$ cat config.mk
export PLATFORM = sky130hd
export DESIGN_NAME = run_mode_scanner
export DESIGN_NICKNAME = d
export VERILOG_FILES = /design/src/rtl/run_mode_scanner_pkg.sv /design/src/rtl/run_mode_scanner_j_table.sv /design/src/rtl/run_mode_scanner.sv
export SDC_FILE = /design/constraint.sdc
export NUM_CORES = 1
export LEC_CHECK = 0
export ABC_AREA = 1
export CAP_MARGIN = 20
export CELL_PAD_IN_SITES_DETAIL_PLACEMENT = 0
export CELL_PAD_IN_SITES_GLOBAL_PLACEMENT = 1
export CORE_MARGIN = 2
export CORE_UTILIZATION = 42
export CTS_CLUSTER_SIZE = 12
export DETAILED_ROUTE_END_ITERATION = 8
export PLACE_DENSITY = 0.88
export SYNTH_ARGS = -nofsm -noshare
export SYNTH_HDL_FRONTEND = slang
export SYNTH_SLANG_ARGS = --single-unit
$ cat constraint.sdc
create_clock -name clk -period 4.6 [get_ports clk]
set_input_delay 0.92 -clock clk [delete_from_list [all_inputs] [get_ports clk]]
set_output_delay 0.92 -clock clk [all_outputs]
set_load 0.01 [all_outputs]
$ cat src/rtl/run_mode_scanner_pkg.sv
// run_mode_scanner_pkg: shared constants for the JPEG-LS run-mode stage.
// Holds run token kinds, the J[RUNindex] table, datapath widths and the
// registered token layout used between the scanner and the run encoders.
package run_mode_scanner_pkg;

  // Datapath widths (J <= 15, so a 16-bit run counter never wraps)
  localparam int J_LENGTH        = 4;
  localparam int RUNCOUNT_LENGTH = 16;
  localparam int RUNINDEX_LENGTH = 5;
  localparam int STATS_W         = 16;

  // Token kinds presented to the run encoders
  typedef enum logic [1:0] {
    RUN_TOK_NONE      = 2'd0,
    RUN_TOK_HIT       = 2'd1,
    RUN_TOK_INTERRUPT = 2'd2,
    RUN_TOK_EOL       = 2'd3
  } run_tok_e;

  // Scanner state: whether a run is currently open
  typedef enum logic {
    ST_IDLE = 1'b0,
    ST_RUN  = 1'b1
  } scan_state_e;

  // Registered token handed downstream
  typedef struct packed {
    run_tok_e                   kind;
    logic [J_LENGTH-1:0]        j;
    logic [RUNCOUNT_LENGTH-1:0] run_length;
  } run_tok_t;

  // J[RUNindex] as defined by the JPEG-LS standard
  localparam logic [J_LENGTH-1:0] J_TABLE [0:31] = '{
    4'd0,  4'd0,  4'd0,  4'd0,  4'd1,  4'd1,  4'd1,  4'd1,
    4'd2,  4'd2,  4'd2,  4'd2,  4'd3,  4'd3,  4'd3,  4'd3,
    4'd4,  4'd4,  4'd5,  4'd5,  4'd6,  4'd6,  4'd7,  4'd7,
    4'd8,  4'd9,  4'd10, 4'd11, 4'd12, 4'd13, 4'd14, 4'd15
  };

  // Run length at which a HIT is declared: 1 << J
  function automatic logic [RUNCOUNT_LENGTH-1:0] run_limit(input logic [J_LENGTH-1:0] j);
    run_limit    = '0;
    run_limit[j] = 1'b1;
  endfunction

endpackage

$ cat src/rtl/run_mode_scanner_j_table.sv
// jpegls_j_table: combinational RUNindex -> J[RUNindex] lookup.
module jpegls_j_table
  import run_mode_scanner_pkg::*;
(
  input  logic [RUNINDEX_LENGTH-1:0] run_index,
  output logic [J_LENGTH-1:0]        j
);

  // Direct table read; RUNindex covers all 32 entries
  assign j = J_TABLE[run_index];

endmodule

$ cat src/rtl/run_mode_scanner.sv
// run_mode_scanner: JPEG-LS run-mode front end. Counts run pixels, tracks
// RUNindex and emits one registered token (HIT / INTERRUPT / EOL) per run
// event so the downstream run encoders can stay purely combinational.
// Optional feature macro: RUN_STATS_EN adds saturating hit / interrupt
// handshake counters on ports hit_count and interrupt_count.
module run_mode_scanner
  import run_mode_scanner_pkg::*;
(
  input  logic                       clk,
  input  logic                       reset,
  input  logic                       in_valid,
  output logic                       in_ready,
  input  logic                       in_run,
  input  logic                       in_match,
  input  logic                       in_eol,
  output logic                       out_valid,
  input  logic                       out_ready,
  output logic [1:0]                 out_kind,
  output logic [J_LENGTH-1:0]        out_J,
  output logic [RUNCOUNT_LENGTH-1:0] out_run_length,
  output logic [RUNINDEX_LENGTH-1:0] run_index
`ifdef RUN_STATS_EN
  ,
  output logic [STATS_W-1:0]         hit_count,
  output logic [STATS_W-1:0]         interrupt_count
`endif
);

  scan_state_e                state, nxt_state;
  logic [RUNCOUNT_LENGTH-1:0] cnt, nxt_cnt, cnt_inc;
  logic [RUNINDEX_LENGTH-1:0] run_idx, nxt_idx, idx_up, idx_dn;
  logic [J_LENGTH-1:0]        cur_j;
  run_tok_t                   tok_q, nxt_tok;
  logic                       emit;
  logic                       accept;

  jpegls_j_table u_j_table (
    .run_index (run_idx),
    .j         (cur_j)
  );

  // A token slot frees up either when empty or when being drained this cycle,
  // so a new token can be loaded on the same edge the old one is taken.
  assign in_ready = !out_valid | out_ready;
  assign accept   = in_valid & in_ready;

  assign cnt_inc = cnt + RUNCOUNT_LENGTH'(1);
  assign idx_up  = (run_idx == '1) ? run_idx : run_idx + RUNINDEX_LENGTH'(1);
  assign idx_dn  = (run_idx == '0) ? run_idx : run_idx - RUNINDEX_LENGTH'(1);

  // Next-state / token decode for one accepted run pixel
  always_comb begin
    nxt_state = state;
    nxt_cnt   = cnt;
    nxt_idx   = run_idx;
    emit      = 1'b0;
    nxt_tok   = '{kind: RUN_TOK_NONE, j: '0, run_length: '0};
    if (accept && in_run) begin
      if (in_match) begin
        if (cnt_inc == run_limit(cur_j)) begin
          // Hit boundary wins over end-of-line: the run closes exactly here
          emit      = 1'b1;
          nxt_tok   = '{kind: RUN_TOK_HIT, j: cur_j, run_length: '0};
          nxt_cnt   = '0;
          nxt_idx   = idx_up;
          nxt_state = ST_RUN;
        end else if (in_eol) begin
          // cnt_inc is at least 1 here, so the EOL always carries a residual
          emit      = 1'b1;
          nxt_tok   = '{kind: RUN_TOK_EOL, j: cur_j, run_length: cnt_inc};
          nxt_cnt   = '0;
          nxt_state = ST_IDLE;
        end else begin
          nxt_cnt   = cnt_inc;
          nxt_state = ST_RUN;
        end
      end else begin
        // Interrupt reports J before RUNindex is decremented
        emit      = 1'b1;
        nxt_tok   = '{kind: RUN_TOK_INTERRUPT, j: cur_j, run_length: cnt};
        nxt_cnt   = '0;
        nxt_idx   = idx_dn;
        nxt_state = ST_IDLE;
      end
    end
  end

  // Run state, counters and the registered output token
  always_ff @(posedge clk) begin
    if (reset) begin
      state     <= ST_IDLE;
      cnt       <= '0;
      run_idx   <= '0;
      out_valid <= 1'b0;
      tok_q     <= '0;
    end else begin
      state   <= nxt_state;
      cnt     <= nxt_cnt;
      run_idx <= nxt_idx;
      if (emit) begin
        out_valid <= 1'b1;
        tok_q     <= nxt_tok;
      end else if (out_ready) begin
        out_valid <= 1'b0;
        tok_q     <= '0;
      end
    end
  end

  assign out_kind       = tok_q.kind;
  assign out_J          = tok_q.j;
  assign out_run_length = tok_q.run_length;
  assign run_index      = run_idx;

`ifdef RUN_STATS_EN
  logic tok_hs;
  assign tok_hs = out_valid & out_ready;

  // Saturating per-kind counters, stepped on the downstream handshake
  always_ff @(posedge clk) begin
    if (reset) begin
      hit_count       <= '0;
      interrupt_count <= '0;
    end else if (tok_hs) begin
      if (tok_q.kind == RUN_TOK_HIT && hit_count != '1)
        hit_count <= hit_count + STATS_W'(1);
      if (tok_q.kind == RUN_TOK_INTERRUPT && interrupt_count != '1)
        interrupt_count <= interrupt_count + STATS_W'(1);
    end
  end
`endif

endmodule

==> results by group <==
Status
  • Outcome: finished, final reports clean

Setup path
  • CP Capture Type: primary output
  • Slowest CP cell: clkdlybuf4s50_1
  • CP Launch Type: primary input
  • CP Class: primary input to primary output
  • Most frequent CP cell: clkdlybuf4s50_1
  • Critical path arrival: 2.51 ns
  • Crit Path Max Fanout: 23
  • Cells along the critical path: clkdlybuf4s50_1 > inv_1 > nand2_1 > clkdlybuf4s50_1
  • Worst EP required: roughly 3.7 ns
  • Largest stage delay, worst path: around 0.52 ns

Layout
  • Layout cell share with drive strength beyond 1: under 10%
  • # fillers: approximately 770
  • Final net count: slightly above 500
  • Final Cell Area: around 3500 um^2
  • ANT cells: 0
  • Most frequent cells in the layout: nand2_1, nand3_1, dfxtp_1, inv_1, a21oi_1
  • Multi-input gate area: 1860 um^2
  • Synth-to-Final Area Change: 16.4%
  • Most common cell after layout, fill and taps aside: nand2_1
  • Register area: 881 um^2

Flow run
  • Max-cap violations: 0

CTS
  • Root Buffer: clkbuf_8
  • Clock Path Buffers: 2
  • # clock sinks: between 40 and 50
  • H-tree depth: 2
  • Post-CTS Setup Bufs: 0
  • CTS tree: yes
  • TritonCTS buffer count: 5
  • CTS hold repair buffers: 0
  • Clk slew on worst S/H paths: 0.09 ns
  • # resized after CTS: 0
  • Clk Latency, worst-skew pair: about 0.30 ns

Pwr
  • Power share of the clock group: between 30 and 40%
  • Net Sw Frac: 30.4%
  • P_sw: roughly 0.00029 W
  • Int Pwr: ~0.00066 W
  • Cell Pwr Density: approximately 270 nW/um^2
  • Gate power share: between 20% and 30%
  • Leakage: 1.43 nW
  • Worst VDD drop: 0.000190 V
  • Seq pwr share: between 40% and 50%

Die
  • Die area: about 8000 um^2
  • Core ar.: 7140 um^2
  • Die width: 89.1 um
  • Die span in y: about 89 um
  • # IOs: 36
  • Row cnt: 31
  • Initial Util: between 40% and 50%

STA
  • Period utilization: 74.7%
  • Min Tclk post-route: between 3 and 4 ns
  • Worst Tran Pin Value: 1.02 ns
  • Worst Hold Margin: 0.481 ns
  • Slew Viols, Final: 0
  • Fin Clk Skew: 0.00676 ns
  • Setup TNS: 0 ns
  • Final setup vio count: 0
  • Fmax: just under 300 MHz
  • Post-route setup slack: around 1.2 ns
  • Max-slew headroom: 31.8%
  • Final hold vios: 0
  • RSZ-0062 raised after global routing: false

Global route
  • Grt total ovfl: 0
  • Total GRT Usage: about 22%
  • Number of global-route vias before repair: ~2800
  • Largest net degree at the start of global routing: 33
  • Initial antenna violation count: 0
  • First-pass GRT wire length: 13800 um

Synthesis
  • Post-synthesis mux area share: 0%
  • Xor and xnor area share after synthesis: under 10%
  • Area fraction of the dominant cell type after synthesis: between 20% and 30%
  • Area contributors post-synth: dfxtp_1, nand2_1, nand3_1
  • Synth Area in Compound Gates: about a tenth
  • Yosys warns: 0
  • Avg Cell Area, Syn: about 6.3 um^2
  • Area leader, netlist: dfxtp_1
  • Sequential share of the synthesized area: 28.9%
  • Mapped Cells: about 480
  • Synth Area in Adders: roughly 2.3%
  • Largest family of logic cells by synthesized area: simple AND/OR/NAND/NOR gates
  • Unique masters post-synth: 30
  • Flops & latches, synth: 44
  • Synthesized area: 3040 um^2
  • Post-Syn Nets: about 500
  • Post-synthesis simple-gate area fraction: 44.0%

Place
  • Port Buf Inserts: 35
  • Place WS: slightly above 1 ns
  • DP Area: 3420 um^2
  • Hpwl dp: 6010 um
  • Gpl congestion: 0.873

Routing
  • TritonRoute pass-1 iters: 4
  • DRC: 0
  • Average wire per standard cell: between 10 and 15 um
  • Vias: roughly 3100
  • Final WL: 8180 um
  • Antenna Violating Nets Remaining: 0
  • Via-per-instance ratio: between 5 and 6
  • Initial drt markers: 236

Min path
  • Min-Delay Path Class: flip-flop to flip-flop
-- worst max-delay path, delay by kind of cell --
kind / cells / cell delay [ns]
buffers and inverters: 3 / 1.41
AND/OR/NAND/NOR: 1 / 0.18
-- registers in the layout, indices dropped and copies added (netlist names) --
name / flops
out_run_length: 16
cnt: 16
out_valid: 1
out_J: 4
out_kind: 2
run_index: 5
-- layer usage --
layer | vias to the layer above | GRT usage, % | wire length [um]
met5 | - | 0 | 0
met4 | 0 | 5.29 | 110
met3 | 9 | 2.86 | 386
met2 | 80 | 35.5 | 3620
met1 | 1395 | 31.0 | 4060
li1 | 1621 | - | -
-- cells by family (layout without fill, tap and decap cells) --
group | count (synthesis) | in the layout
AO/OA/AOI/OAI | 58 | 58
XOR/XNOR | 17 | 17
adder cells (fa/ha/maj) | 5 | 5
buffers and inverters | 70 | 92
flip-flops | 44 | 44
AND/OR/NAND/NOR | 290 | 290
-- metrics by stage --
stage               utilization, %  std cells  total power (W)
CTS                           49.7        605         0.000956
global route                  49.7        605         0.000995
detailed placement            47.9        598         0.000605
finish                        49.7        605         0.000954
global placement              47.9        598         0.000605
floorplan                        -        484         0.000568
-- power groups by stage --
stage / Sequential, W / Combinational (W) / Clock [W]
2_1_floorplan: 0.000410 / 0.000157 / 0
3_3_place_gp: 0.000411 / 0.000193 / 0
3_5_place_dp: 0.000411 / 0.000194 / 0
4_1_cts: 0.000402 / 0.000195 / 0.000360
5_1_grt: 0.000404 / 0.000217 / 0.000374
6_report: 0.000402 / 0.000195 / 0.000357
-- path summary, 6_finish.rpt --
| path | slack [ns] | start | cells past startpoint | to |
|---|---|---|---|---|
| max | 1.17 | out_ready | 4 | in_ready |
| min | 0.48 | out_kind[1]$_SDFFE_PP0P_ | 2 | out_kind[1]$_SDFFE_PP0P_ |
| max reg2reg | 1.61 | cnt[0]$_SDFFE_PP0P_ | 15 | out_kind[0]$_SDFFE_PP0P_ |
| min reg2reg | 0.48 | out_kind[1]$_SDFFE_PP0P_ | 2 | out_kind[1]$_SDFFE_PP0P_ |
-- Yosys cell counts (all sizes together) --
master and instances:
ha 4, nor2 45, o31ai 1, a21oi 40, o21a 1, or2 1
inv 47, fa 1, nand3b 4, nand2 145, xnor2 8, clkbuf 11
o22ai 4, o21ai 12, dfxtp 44, nand4 17, nor3 1, buf 12
nand3 77, xor2 9
-- layout make-up --
class	count	area share [%]
repair buffers	38	10.5
clock inverters	2	1.69
inverters	47	4.98
flip-flops and latches	44	24.8
multi-input cells	370	52.5
clock buffers	5	1.94
well taps	99	3.49
Power figures use the tool's default switching activity.
